--- src/rtl/uart_tx_framer.sv ---
// UART transmit framer: accepts a parallel word over a ready/write handshake
// and shifts it out as start bit, data bits LSB first, optional parity bit
// and one or two stop bits. Bit timing comes from an external tick strobe
// running at OVERSAMPLE ticks per bit; baud_en keeps that generator running
// only while a frame is in flight.
module uart_tx_framer #(
    parameter int DATA_BITS  = 8,
    parameter int OVERSAMPLE = 16,
    parameter int PARITY     = 0,
    parameter int STOP_BITS  = 1
) (
    input  logic                 CLK50MHZ,
    input  logic                 RST,
    input  logic                 tick,
    input  logic [DATA_BITS-1:0] data,
    input  logic                 wr,
    output logic                 ready,
    output logic                 baud_en,
    output logic                 txd
);

    localparam int TW = (OVERSAMPLE > 1) ? $clog2(OVERSAMPLE) : 1;
    localparam logic [TW-1:0] TICK_LAST = TW'(OVERSAMPLE - 1);
    localparam logic [2:0]    BIT_LAST  = 3'(DATA_BITS - 1);
    localparam logic          STOP_LAST = 1'(STOP_BITS - 1);

    localparam logic [2:0] ST_IDLE   = 3'd0;
    localparam logic [2:0] ST_START  = 3'd1;
    localparam logic [2:0] ST_DATA   = 3'd2;
    localparam logic [2:0] ST_PARITY = 3'd3;
    localparam logic [2:0] ST_STOP   = 3'd4;

    logic [2:0]           state_q,   state_d;
    logic [TW-1:0]        tickCnt_q, tickCnt_d;
    logic [2:0]           bitCnt_q,  bitCnt_d;
    logic                 stopCnt_q, stopCnt_d;
    logic [DATA_BITS-1:0] shift_q,   shift_d;
    logic                 parity_q,  parity_d;
    logic                 txd_q,     txd_d;
    logic                 baudEn_q,  baudEn_d;

    // Next-state logic: handshake in IDLE, tick-driven bit sequencing elsewhere.
    always_comb begin
        state_d   = state_q;
        tickCnt_d = tickCnt_q;
        bitCnt_d  = bitCnt_q;
        stopCnt_d = stopCnt_q;
        shift_d   = shift_q;
        parity_d  = parity_q;
        txd_d     = txd_q;
        baudEn_d  = baudEn_q;

        if (state_q == ST_IDLE) begin
            if (wr) begin
                shift_d   = data;
                parity_d  = (PARITY == 2) ? ~(^data) : (^data);
                state_d   = ST_START;
                txd_d     = 1'b0;
                tickCnt_d = '0;
                bitCnt_d  = '0;
                stopCnt_d = 1'b0;
                baudEn_d  = 1'b1;
            end
        end else if (tick) begin
            if (tickCnt_q == TICK_LAST) begin
                tickCnt_d = '0;
                case (state_q)
                    ST_START: begin
                        state_d = ST_DATA;
                        txd_d   = shift_q[0];
                    end
                    ST_DATA: begin
                        shift_d  = shift_q >> 1;
                        bitCnt_d = bitCnt_q + 3'd1;
                        if (bitCnt_q == BIT_LAST) begin
                            if (PARITY != 0) begin
                                state_d = ST_PARITY;
                                txd_d   = parity_q;
                            end else begin
                                state_d = ST_STOP;
                                txd_d   = 1'b1;
                            end
                        end else begin
                            txd_d = shift_q[1];
                        end
                    end
                    ST_PARITY: begin
                        state_d = ST_STOP;
                        txd_d   = 1'b1;
                    end
                    ST_STOP: begin
                        if (stopCnt_q == STOP_LAST) begin
                            state_d   = ST_IDLE;
                            baudEn_d  = 1'b0;
                            txd_d     = 1'b1;
                            stopCnt_d = 1'b0;
                        end else begin
                            stopCnt_d = stopCnt_q + 1'b1;
                        end
                    end
                    default: begin
                        state_d  = ST_IDLE;
                        baudEn_d = 1'b0;
                        txd_d    = 1'b1;
                    end
                endcase
            end else begin
                tickCnt_d = tickCnt_q + TW'(1);
            end
        end
    end

    // State registers; reset wins over everything and aborts any frame.
    always_ff @(posedge CLK50MHZ) begin
        if (RST) begin
            state_q   <= ST_IDLE;
            tickCnt_q <= '0;
            bitCnt_q  <= '0;
            stopCnt_q <= 1'b0;
            shift_q   <= '0;
            parity_q  <= 1'b0;
            txd_q     <= 1'b1;
            baudEn_q  <= 1'b0;
        end else begin
            state_q   <= state_d;
            tickCnt_q <= tickCnt_d;
            bitCnt_q  <= bitCnt_d;
            stopCnt_q <= stopCnt_d;
            shift_q   <= shift_d;
            parity_q  <= parity_d;
            txd_q     <= txd_d;
            baudEn_q  <= baudEn_d;
        end
    end

    assign ready   = (state_q == ST_IDLE);
    assign baud_en = baudEn_q;
    assign txd     = txd_q;

endmodule

--- config.mk ---
export PLATFORM = sky130hd
export DESIGN_NAME = uart_tx_framer
export DESIGN_NICKNAME = d
export VERILOG_FILES = /design/src/rtl/uart_tx_framer.sv
export SDC_FILE = /design/constraint.sdc
export NUM_CORES = 1
export LEC_CHECK = 0
export BUFFER_PORTS_ARGS = -buffer_cell sky130_fd_sc_hd__buf_2
export CORE_AREA = 2 2 50 52
export CTS_CLUSTER_DIAMETER = 80
export DETAILED_ROUTE_END_ITERATION = 7
export DIE_AREA = 0 0 52 54
export GPL_TIMING_DRIVEN = 0
export PLACE_DENSITY = 0.68
export SYNTH_ARGS = -nofsm -noshare
export SYNTH_HDL_FRONTEND = slang
export SYNTH_SLANG_ARGS = --single-unit
--- constraint.sdc ---
create_clock -name CLK50MHZ -period 4.6 [get_ports CLK50MHZ]
set_clock_uncertainty 0.2 [all_clocks]
set_input_delay 0.92 -clock CLK50MHZ [delete_from_list [all_inputs] [get_ports CLK50MHZ]]
set_output_delay 0.92 -clock CLK50MHZ [all_outputs]
set_load 0.03 [all_outputs]
After elaboration in Yosys (flattened, before gate mapping)

Index checks and enable logic that the tools add are counted.

Logic and storage cells: 71
Register bits after elaboration: 21

Add/sub/neg operators: 3
Reduce and logical (&&, ||, !) cells: 12
Equality and inequality tests: 10
Multiplexer cells: 39

Operators with widths:

| cell                                                   | number |
|---|---|
| two-way mux 8 bit                                      | 5 |
| two-way mux 3 bit                                      | 11 |
| two-way mux 1 bit                                      | 16 |
| two-way mux 4 bit                                      | 4 |
| case mux 3 bit (4 select lines)                        | 1 |
| AND reduction 4 bit                                    | 3 |
| AND reduction 5 bit                                    | 2 |
| nonzero test 2 bit                                     | 4 |
| == test 3 x 2 -> 1 bit (second input constant)         | 2 |
| == test 3 bit (second input constant)                  | 2 |
| inequality test 3 bit (second input constant)          | 2 |
| adder 4 x 1 -> 4 bit (second input constant)           | 1 |
| == test 4 bit (second input constant)                  | 1 |
| adder 3 x 1 -> 3 bit (second input constant)           | 1 |
| == test 3 x 1 -> 1 bit (second input constant)         | 1 |
| logical NOT 3 bit                                      | 1 |
| case mux 1 bit (3 select lines)                        | 1 |
| OR reduction 3 bit                                     | 1 |
| inequality test 2 x 1 -> 1 bit (second input constant) | 1 |
| inequality test 2 bit (second input constant)          | 1 |
| case mux 1 bit (2 select lines)                        | 1 |
| AND reduction 2 bit                                    | 1 |
| adder 1 bit (second input constant)                    | 1 |

Longest topological paths before layout

Gate-level depths: netlist (run 1).

Depth after elaboration: 6
Mapped depth: 5

Worst setup path after synthesis (run 1)

Ideal clock, no wire load.

Kind: register -> output
Start: register state_q[1]
End: output ready
Data required time: 3.480 ns
Path slack: 2.386 ns
Arrival: 1.094 ns
Cell stages (with the launch flop): 4
Path through: dfxtp_1 > buf_4 > or3_4 > inv_1

Word-level cells in the longest chain between the ends: 1

Ends and longest elaborated chain:

| item                     | line | RTL |
|---|---|---|
| start: declaration       | 33   | `logic [2:0] state_q, state_d;` |
| start signal: assignment | 125  | `state_q <= state_d;` |
| logical NOT 3 bit        | 136  | `assign ready = (state_q == ST_IDLE);` |
| end: declaration         | 17   | `output logic ready,` |

No other way between the ends.

Worst setup path after layout (run 1)

Ends and elaborated chain as after synthesis.

==> metrics.md, run 1 <==
| Metric | Value |
|---|---|
| Worst path arrival time | 1.53 ns |
| Syn Nets | 134 |
| Via count | 928 |
| Unrepaired setup endpoints after global routing | no |
| Max_cap viols | 0 |
| Post-CTS Setup Bufs | 0 |
| Overall Global Routing Usage | 19.10% |
| Most frequent cells after synthesis | dfxtp_1 (20), nand2_1 (19), mux2i_1 (9), a21oi_1 (8), mux2_2 (7) |
| Root buf cell | clkbuf_4 |
| Worst Setup Start Kind | flip-flop |
| Clk slew on worst S/H paths | 0.11 ns |
| Seq cells post-synth | 20 |
| Hold Fails Final Rpt | 0 |
| DRT Wirelength | about 2200 um |
| CP required | 3.48 ns |
| Vias per Instance | 5.557 |
| Power density over the cells | 276.7 mW/mm2 |
| Met1 Wirelength | just under 1000 um |
| Fin nets | 153 |
| Area of the die | ~0.0028 mm2 |
| DR WL/cell | 13.34 um |
| Port buffer count | 14 |
| Crit share post-route | 57.64% |
| CTS Sinks | 20 |
| Max-slew violations | 0 |
| Sw Ratio | 26.19% |
| Post-synth ARST share | 0% |
| Area of the mapped netlist | 0.001081 mm2 |
| YS warnings | 0 |
| Post-synth EDFFs | 0 |
| Drt initial violations | 19 |
| Synth area leader | dfxtp_1 |
| Die W | 52 um |
| Die H | 54 um |
| DRC Markers | 0 |
| Relative slew slack | 55.58% |
| H-tree depth | 1 |
| Boundary pin count | 15 |
| P_leak | 0.4811 nW |
| Worst slew pin tran | 0.6645 ns |
| Starting Density | 46.60% |
| Clock latency on the worst-skew pair | around 0.30 ns |
| Most numerous cell in the Yosys netlist | dfxtp_1 |
| DR WL met3 | 65 um |
| PostCTS Resize Cnt | 0 |
| Status | completed |
| Combinational Power Share | between 10 and 15% |
| Largest fanout on the critical path | 10 |
| Tot Pwr | 0.3389 mW |
| Max Buffers Root-to-Sink | 2 |
| Yosys cell types | 33 |
| Flop pwr share | a little over half |
| Total global routing overflow | 0 |
| Drt pass-1 iters | 4 |
| Mapped Cells | approximately 120 |
| Largest net degree at the start of global routing | 12 |
| CP Capture Type | output port |
| Setup TNS Final | 0 ns |
| Gp weighted congestion | 0.7850 |
| Antenna-violating nets left | 0 |
| Synthesis-to-layout area growth | 13.31% |
| Avg Inst Size Synth | 9.084 um2 |
| Sequential area share after synthesis | 37.04% |
| Vias in the first global route | between 900 and 1000 |
| ANT cells | 0 |
| P_sw | roughly 0.09 mW |
| Synth Flop Type | dfxtp_1 |
| Area contributors post-synth | dfxtp_1 (37%), mux2i_1 (8.3%), mux2_2 (7.3%) |
| CTS tree | built |
| Top cell type's share of synthesized area | 37.04% |
| Clock power frac | 30.8% |
| Min-Delay Path Class | flip-flop to flip-flop |
| Final-layout fill cell count | 232 |
| Slowest cell on crit path | or3_4 |
| Core footprint | 0.002320 mm2 |
| Hold_buf cts | 0 |
| DR WL met2 | 1146 um |
| DPL Wire Length | 1716 um |
| Fmax | 377.2 MHz |
| VDD IR max | between 0.15 and 0.2 mV |
| Final-report setup violation count | 0 |
| P_int | ~0.25 mW |
| Layout cells sized above 1 | between 20% and 30% |
| First-pass GRT wire length | approximately 4000 um |
| Min Tclk post-route | about 2.7 ns |
| Top Metal Used | met4 |
| Cell Rows | 18 |
| Worst path cell trace | buf_4 -> or3_4 -> inv_1 -> buf_2 |
| Initial antenna violation count | 0 |
| CTS Buf Count | 3 |
| Crit Path Category | flip-flop to output port |
| Max incr delay on CP | around 0.41 ns |
==> critical path: cells and delay by family, from the launching register on <==
family                 cells  cell delay, ns
buffers and inverters      3            0.48
and+or+nand+nor            1            0.41
DFF                        1            0.35
==> final timing paths <==
path                              endpoint  depth (start not counted)         from  slack, ns
worst max-delay path                 ready                          4   state_q[1]       1.95
worst min register to register  shift_q[0]                          2   shift_q[0]       0.27
worst min-delay path            shift_q[0]                          2   shift_q[0]       0.27
worst max register to register         txd                          5  bitCnt_q[0]       2.73
==> state kept, by name (all words and copies together), names as in the netlist <==
register	cells
shift_q	8
tickCnt_q	4
txd	1
baud_en	1
state_q	3
bitCnt_q	3
==> cells by family (layout without fill, tap and decap cells) <==
| group | Yosys count | count (layout) | share of synthesized area [%] |
|---|---|---|---|
| AO/OA/AOI/OAI | 25 | 25 | 17.48 |
| buffers and inverters | 13 | 31 | 5.670 |
| multiplexers | 16 | 16 | 15.63 |
| flip-flops | 20 | 20 | 37.04 |
| AND/OR/NAND/NOR | 42 | 42 | 20.72 |
| adder cells (fa/ha/maj) | 3 | 3 | 3.473 |
==> power by group through the flow <==
stage               clock network [mW]  registers [mW]  logic [mW]
floorplan                            0           0.192      0.0318
global placement                     0           0.189      0.0481
detailed placement                   0           0.190      0.0494
CTS                              0.106           0.186      0.0495
global route                     0.115           0.187      0.0540
finish                           0.104           0.186      0.0490
==> cell type report <==
class / count / area [um2] / area share, %
multi-input combinational: 86 / 619.3 / 50.56
sequential: 20 / 400.4 / 32.69
timing repair buffer: 14 / 70.07 / 5.720
buffer: 8 / 42.54 / 3.473
tap: 30 / 37.54 / 3.064
clock buffer: 4 / 36.28 / 2.962
inverter: 5 / 18.77 / 1.532
==> placed cells by master (no fill, tap or decap) <==
master,n
a31oi_4,1
a311o_1,1
buf_2,18
o311ai_0,2
inv_1,4
o21ai_2,2
clkbuf_8,1
nor3_1,2
clkinv_1,1
dfxtp_1,20
nor4b_2,2
a2111oi_0,1
mux2_2,7
nor2_1,6
o2111ai_1,1
a21oi_1,8
or4b_1,1
clkbuf_1,2
or2_2,1
clkbuf_4,3
ha_1,3
or3_4,1
o22ai_1,1
o32ai_1,2
mux2i_1,9
or3b_1,1
nand4_1,1
o31a_1,1
o211ai_1,2
nand2_1,19
buf_4,2
o31ai_1,1
nand3_1,6
o21ai_0,2
and4_1,2
==> through the flow <==
step / utilization, % / hold WS [ns] / cells / instance area [um2] / worst slack [ns]
finish: 52.80 / 0.2713 / 167 / 1225 / 1.949
global route: 52.80 / 0.2941 / 167 / 1225 / 1.879
CTS: 52.80 / 0.2721 / 167 / 1225 / 1.939
detailed placement: 51.24 / 0.2523 / 163 / 1189 / 2.293
global placement: 51.24 / 0.2439 / 163 / 1189 / 2.302
floorplan: - / 0.2313 / 119 / 1081 / 2.386
==> metal layers <==
layer | track usage [%] | vias up
met1 | 22.87 | 436
met2 | 35.02 | 15
met3 | 2.500 | 5
met4 | 6.579 | 0
met5 | 0 | -
li1 | - | 472
Note: power is estimated with default switching activity, not from simulation.
==> inputs of run 2 (changes only) <==
Settings changed: ABC_AREA set to 1, PLACE_DENSITY 0.68 to 0.71.
Clock period 4.6 ns to 2.1 ns, I/O delays scaled along.
==> run 2 against run 1 <==
Against the previous run: critical endpoint unchanged; first-iteration DRC count shrank 58%; die area is the same; clock power grew 120%; total power grew to 5.5 times the previous value; combinational power grew to 22 times the previous value; largest power group is now combinational logic; routed wire length shrank 2.9%; global-route usage shrank 0.96 points.
==> metrics.md, run 2 <==
| Metric | Value |
|---|---|
| Area of the die | 0.002808 mm2 (unchanged) |
| Area of the mapped netlist | 0.001077 mm2 (was 0.001081 mm2) |
| P_leak | 0.5719 nW (was 0.4811 nW) |
| Avg Inst Size Synth | 6.995 um2 (was 9.084 um2) |
| Yosys cell types | 23 (was 33) |
| Starting Density | 46.44% (was 46.60%) |
| CTS Buf Count | 3 (unchanged) |
| Post-synth ARST share | 0% (unchanged) |
| Fmax | slightly above 500 MHz |
| Area contributors post-synth | dfxtp_1 (37%), nand2_1 (15%), nor2_1 (9.1%) (was dfxtp_1 (37%), mux2i_1 (8.3%), mux2_2 (7.3%)) |
| Overall Global Routing Usage | 18.14% (was 19.10%) |
| CP Capture Type | output port (unchanged) |
| Vias in the first global route | 887 (was 925) |
| CP top delay family | buffers and inverters (unchanged) |
| H-tree depth | 1 (unchanged) |
| Most frequent cells in the layout | nand2_1 (44), nor2_1 (26), dfxtp_1 (20) (was dfxtp_1 (20), nand2_1 (19), buf_2 (18)) |
| Synthesis-to-layout area growth | 12.89% (was 13.31%) |
| VDD IR max | 0.9247 mV (was 0.1643 mV) |
| Max_cap viols | 0 (unchanged) |
| PostCTS Resize Cnt | 0 (unchanged) |
| Total global routing overflow | 0 (unchanged) |
| Initial antenna violation count | 0 (unchanged) |
| Clock latency on the worst-skew pair | 0.30 ns (about the same) |
| Die W | 52 um (unchanged) |
| Most common cell after layout, fill and taps aside | nand2_1 (was dfxtp_1) |
| Drt pass-1 iters | 5 (was 4) |
| ANT cells | 0 (unchanged) |
| Final-report setup violation count | 0 (unchanged) |
| R2R cell count | 7 (was 5) |
| DRT Wirelength | 2163 um (was 2227 um) |
| Post-Synth XOR/XNOR Area | 0% (unchanged) |
| CP Buf/Inv Count | 3 (unchanged) |
| Synth area leader | dfxtp_1 (unchanged) |
| Drt initial violations | 8 (was 19) |
| Worst path arrival time | 1.36 ns (was 1.53 ns) |
| Reg2Reg Setup Slack | 0.40 ns (was 2.73 ns) |
| First-pass GRT wire length | 3781 um (was 3995 um) |
| Min-Delay Path Class | input port to flip-flop (was flip-flop to flip-flop) |
| Worst flop-to-flop path endpoint | shift_q[4] (was txd) |
| Crit Path Category | flip-flop to output port (unchanged) |
| Hold Fails Final Rpt | 0 (unchanged) |
| Worst Setup Start Kind | flip-flop (unchanged) |
| DRC Markers | 0 (unchanged) |
| Largest family of logic cells by synthesized area | simple AND/OR/NAND/NOR gates (unchanged) |
| Unrepaired setup endpoints after global routing | no (unchanged) |
| Clk slew on worst S/H paths | 0.12 ns (was 0.11 ns) |
| Power density over the cells | 1540 mW/mm2 (was 276.7 mW/mm2) |
| Max Buffers Root-to-Sink | 2 (unchanged) |
| Seq cells post-synth | 20 (unchanged) |
| Cell Rows | 18 (unchanged) |
| Most frequent cells after synthesis | nand2_1 (44), nor2_1 (26), dfxtp_1 (20), inv_1 (8), nand3_1 (8) (was dfxtp_1 (20), nand2_1 (19), mux2i_1 (9), a21oi_1 (8), mux2_2 (7)) |
| Final Util | 52.43% (was 52.80%) |
| Most numerous cell in the Yosys netlist | nand2_1 (was dfxtp_1) |
| Mapped Cells | 154 (was 119) |
| Relative slew slack | 80.08% (was 55.58%) |
| Core footprint | 0.002320 mm2 (unchanged) |
| CTS tree | built (unchanged) |
| Largest fanout on the critical path | 10 (unchanged) |
| CP required | 1.48 ns (was 3.48 ns) |
| Mux share of post-synthesis cell area | 0% (was 15.63%) |
| DR WL/cell | 10.76 um (was 13.34 um) |
| Synth Flop Type | dfxtp_1 (unchanged) |
| Post-Synth Adder-Cell Area | 3.484% (was 3.472%) |
| Largest registers | shift_q x8, tickCnt_q x4 (unchanged) |
| Largest net degree at the start of global routing | 12 (unchanged) |
| Worst path cell trace | nor2_4 -> nand2_4 -> inv_2 -> buf_6 -> buf_2 (was buf_4 -> or3_4 -> inv_1 -> buf_2) |
| Synth Area in Compound Gates | 13.47% (was 17.48%) |
| Setup TNS Final | 0 ns (unchanged) |
| Sequential area share after synthesis | 37.17% (was 37.04%) |
| Slowest cell on crit path | dfxtp_1 (was or3_4) |
| Port buffer count | 13 (was 14) |
| Status | completed (unchanged) |
| Max-slew violations | 0 (unchanged) |
| Hold Crit Depth | 2 (unchanged) |
| Simple-gate share of the synthesized area | 36.93% (was 20.72%) |
| Largest reg by FF count | shift_q (unchanged) |
| Top cell type's share of synthesized area | 37.17% (was 37.04%) |
| Hold path startpoint | RST (was shift_q[0]) |
| YS warnings | 0 (unchanged) |
| Post-synth EDFFs | 0 (unchanged) |
| Antenna-violating nets left | 0 (unchanged) |
| Worst slew pin tran | 0.2966 ns (was 0.6645 ns) |
| Root buf cell | clkbuf_4 (unchanged) |
| Max incr delay on CP | 0.39 ns (was 0.41 ns) |
| Vias per Instance | 4.871 (was 5.557) |
| Min Tclk post-route | slightly below 2 ns |
| Die H | 54 um (unchanged) |
| Boundary pin count | 15 (unchanged) |
| Hold Crit Endpoint | bitCnt_q[0] (was shift_q[0]) |
| Hold_buf cts | 0 (unchanged) |
| Crit share post-route | between 90% and 100% |
| Post-CTS Setup Bufs | 0 (unchanged) |
| DPL Wire Length | 1630 um (was 1716 um) |
| Worst r2r src | tickCnt_q[0] (was bitCnt_q[0]) |
| CTS Sinks | 20 (unchanged) |
| Layout cells sized above 1 | 24.56% (was 27.74%) |
| Max reg flops | 8 (unchanged) |
| Gp weighted congestion | 0.7512 (was 0.7850) |
| Via count | 979 (was 928) |
| Syn Nets | 169 (was 134) |
| Fin nets | 187 (was 153) |
run 2: changes by cell type after synthesis, moves of 3 or more:
cell / delta
mux2_2: -7
nand2_2: +5
o21ai_1: +6
inv_1: +4
nand2_1: +25
mux2i_1: -9
buf_6: +3
a21oi_2: +3
nor2_1: +20
buf_2: -3
inv_2: +4
run 2: worst max-delay path by stage:
stage                 startpoint    endpoint  slack (ns)  cells after the start
CTS                   state_q[0]       ready        0.11                      5
finish                state_q[0]       ready        0.12                      5
floorplan           tickCnt_q[0]  shift_q[0]        0.59                      7
detailed placement  tickCnt_q[0]  shift_q[4]        0.41                      7
global placement      state_q[0]       ready        0.47                      5
global route          state_q[0]       ready        0.05                      5
run 2: area by class of cell:
type | instances | area [um2]
clock buffer | 4 | 36.28
fill | 233 | 1104
buffer | 6 | 51.30
timing repair buffer | 13 | 65.06
inverter | 12 | 45.04
sequential | 20 | 400.4
multi-input combinational | 116 | 580.6
tap | 30 | 37.54
run 2: kinds of logic (layout without fill, tap and decap cells):
logic type                 Yosys count  count (layout)
and+or+nand+nor                     90              90
AOI/OAI and AO/OA                   23              23
DFF                                 20              20
buffers and inverters               18              35
adders and majority gates            3               3
run 2: routing by layer:
metal	global-route usage, %	share of wire [%]	vias up
met4	6.579	0.55	0
met2	30.80	48	13
li1	-	-	522
met1	22.93	48	442
met3	3.333	3.1	2
met5	0	0	-
run 2: report_power, final:
part	switching (mW)	internal [mW]	leakage [nW]
combinational	0.681	0.381	0.387
clock	0.122	0.106	0.0210
sequential	0.0852	0.499	0.164
run 2: per-stage QoR:
| stage | total power [mW] | cell area [um2] | hold WS [ns] | setup WS (ns) | instances |
|---|---|---|---|---|---|
| floorplan | 1.442 | 1077 | 0.2407 | 0.5913 | 154 |
| detailed placement | 1.667 | 1180 | 0.2440 | 0.4081 | 197 |
| CTS | 1.895 | 1216 | 0.1940 | 0.1102 | 201 |
| finish | 1.873 | 1216 | 0.1961 | 0.1241 | 201 |
| global route | 2.048 | 1216 | 0.1904 | 0.04832 | 201 |
| global placement | 1.635 | 1180 | 0.2413 | 0.4665 | 197 |
==> inputs of run 3 (changes only) <==
Settings changed: ABC_AREA 1 to 0.
==> run 3 against run 2 <==
Against the previous run: critical path depth down 1; cell area up 0.82%; die area unchanged; first-iteration DRC count up 100%; worst hold slack worse by 0.049 ns; highest routed layer unchanged.
==> metrics.md, run 3 (synthesis gave the netlist of run 1 again) <==
| Metric | Value |
|---|---|
| Status | completed (unchanged) |
| Drt pass-1 iters | 4 (was 5) |
| Min-Delay Path Class | input port to flip-flop (unchanged) |
| Clock latency on the worst-skew pair | 0.30 ns (about the same) |
| Hold_buf cts | 0 (unchanged) |
| Gp weighted congestion | 0.7442 (was 0.7512) |
| Worst path arrival time | 1.42 ns (was 1.36 ns) |
| Final-report setup violation count | 0 (unchanged) |
| CP top delay family | simple AND/OR/NAND/NOR gates (was buffers and inverters) |
| Combinational Power Share | 15.8% (was 56.7%) |
| Min Tclk post-route | 2.036 ns (was 1.976 ns) |
| FF+latch area | 401.6 um2 (was 400.4 um2) |
| Flop pwr share | 58.2% (was 31.2%) |
| Starting Density | 46.60% (was 46.44%) |
| Layout cells sized above 1 | 29.20% (was 24.56%) |
| CTS Buf Count | 3 (unchanged) |
| Largest registers | shift_q x8, tickCnt_q x4 (unchanged) |
| Worst path cell trace | buf_4 -> or3_4 -> inv_2 -> buf_6 (was nor2_4 -> nand2_4 -> inv_2 -> buf_6 -> buf_2) |
| Max_cap viols | 0 (unchanged) |
| Final Instance Area | 0.001226 mm2 (was 0.001216 mm2) |
| Initial antenna violation count | 0 (unchanged) |
| Final worst setup slack | 0.06423 ns (was 0.1241 ns) |
| Clock power frac | 26.0% (was 12.1%) |
| Overall Global Routing Usage | 18.65% (was 18.14%) |
| Boundary pin count | 15 (unchanged) |
| Synthesis-to-layout area growth | 13.43% (was 12.89%) |
| Max incr delay on CP | 0.41 ns (was 0.39 ns) |
| DR WL/cell | 13.21 um (was 10.76 um) |
| Power density over the cells | 569.0 mW/mm2 (was 1540 mW/mm2) |
| Via count | 942 (was 979) |
| Multi-input gate area | 619.3 um2 (was 580.6 um2) |
| Antenna-violating nets left | 0 (unchanged) |
| Final-layout fill cell count | 227 (was 233) |
| Setup Slack @ Placement | 0.2504 ns (was 0.4081 ns) |
| CP Buf/Inv Count | 3 (unchanged) |
| Die W | 52 um (unchanged) |
| Total global routing overflow | 0 (unchanged) |
| CTS Sinks | 20 (unchanged) |
| First-pass GRT wire length | 3905 um (was 3781 um) |
| Cell Rows | 18 (unchanged) |
| CTS tree | built (unchanged) |
| Slowest cell on crit path | or3_4 (was dfxtp_1) |
| CP Capture Type | output port (unchanged) |
| Hold Fails Final Rpt | 0 (unchanged) |
| Worst r2r src | bitCnt_q[0] (was tickCnt_q[0]) |
| Max reg flops | 8 (unchanged) |
| Vias in the first global route | 907 (was 887) |
| Crit share post-route | 96.94% (was 94.09%) |
| Cell Area, Placed | 0.001189 mm2 (was 0.001180 mm2) |
| Setup TNS Final | 0 ns (unchanged) |
| Unrepaired setup endpoints after global routing | no (unchanged) |
| CP required | 1.48 ns (about the same) |
| Largest net degree at the start of global routing | 11 (was 12) |
| Largest reg by FF count | shift_q (unchanged) |
| Max Buffers Root-to-Sink | 2 (unchanged) |
| Die H | 54 um (unchanged) |
| Sw Ratio | 26.77% (was 47.38%) |
| VDD IR max | 0.3737 mV (was 0.9247 mV) |
| Fmax | 491.2 MHz (was 506.1 MHz) |
| P_leak | 0.4823 nW (was 0.5719 nW) |
| Max-slew violations | 0 (unchanged) |
| Crit path from | state_q[1] (was state_q[0]) |
| P_sw | 0.1868 mW (was 0.8876 mW) |
| Drt initial violations | 16 (was 8) |
| DPL Wire Length | 1672 um (was 1630 um) |
| Core footprint | 0.002320 mm2 (unchanged) |
| Area of the die | 0.002808 mm2 (unchanged) |
| Clk slew on worst S/H paths | 0.11 ns (was 0.12 ns) |
| Worst Setup Start Kind | flip-flop (unchanged) |
| ANT cells | 0 (unchanged) |
| Hold path startpoint | data[7] (was RST) |
| P_int | 0.5109 mW (was 0.9857 mW) |
| Fin nets | 154 (was 187) |
| Most frequent cells in the layout | nand2_1 (19), dfxtp_1 (19), buf_2 (17) (was nand2_1 (44), nor2_1 (26), dfxtp_1 (20)) |
| Worst slew pin tran | 0.6901 ns (was 0.2966 ns) |
| Port buffer count | 14 (was 13) |
| H-tree depth | 1 (unchanged) |
| DRT Wirelength | 2206 um (was 2163 um) |
| DRC Markers | 0 (unchanged) |
| Largest fanout on the critical path | 10 (unchanged) |
| Root buf cell | clkbuf_4 (unchanged) |
| Relative slew slack | 53.87% (was 80.08%) |
| Crit Path Category | flip-flop to output port (unchanged) |
| Vias per Instance | 5.641 (was 4.871) |
[run 3: cell count changes in the layout (fill, tap and decap cells not counted), moves of 3 or more]
cell and change:
nand2_1 -25, nor2_1 -20, mux2i_1 +9, mux2_2 +7, o21ai_1 -6, inv_1 -5
nand2_2 -5, a21oi_2 -3, buf_2 +3, inv_2 -3
[run 3: cell type report]
class,count,share of cell area (%)
sequential,20,32.75
tap,30,3.061
multi-input combinational,86,50.51
inverter,5,1.531
timing repair buffer,15,6.837
clock buffer,3,1.837
buffer,8,3.469
[run 3: path summary, 6_finish.rpt]
path / endpoint / slack, ns / depth (start not counted)
setup / recovery: ready / 0.06 / 4
setup reg to reg: txd / 0.22 / 5
hold reg to reg: shift_q[3] / 0.27 / 2
hold / removal: shift_q[7] / 0.15 / 3
[run 3: power by group through the flow]
| stage | Combinational (mW) | Sequential [mW] | Clock, mW |
|---|---|---|---|
| after floorplan | 0.0696 | 0.420 | 0 |
| after global placement | 0.105 | 0.414 | 0 |
| after detailed placement | 0.108 | 0.415 | 0 |
| after CTS | 0.111 | 0.407 | 0.188 |
| after global routing | 0.121 | 0.409 | 0.200 |
| final | 0.110 | 0.406 | 0.181 |
[run 3: routing by layer]
layer  up-vias  GRT usage, %  wire length (um)
met5         -             0                 0
met2        27         35.02              1124
met1       436         22.09               989
met4         0         5.263                21
li1        477             -                 -
met3         2         2.500                72
[run 3: what timing repair did]
action / CTS / global route
endpoints found under the setup margin: 1 / 1
gates resized for setup: 3 / 1
buffers inserted: 0 / 1
gates cloned: 0 / 0
[run 3: metrics by stage]
| step | power (mW) | cells | util (%) | hold slack [ns] |
|---|---|---|---|---|
| 6_report | 0.6977 | 167 | 52.86 | 0.1475 |
| 5_1_grt | 0.7303 | 167 | 52.86 | 0.1466 |
| 4_1_cts | 0.7049 | 166 | 52.48 | 0.1429 |
| 3_5_place_dp | 0.5233 | 163 | 51.24 | 0.2528 |
| 3_3_place_gp | 0.5196 | 163 | 51.24 | 0.2438 |
| 2_1_floorplan | 0.4897 | 119 | - | 0.2313 |
[run 3: worst min-delay path: stages]
cell and delay (ns):
buf_2 0.10, nand2_1 0.04, a21oi_1 0.05
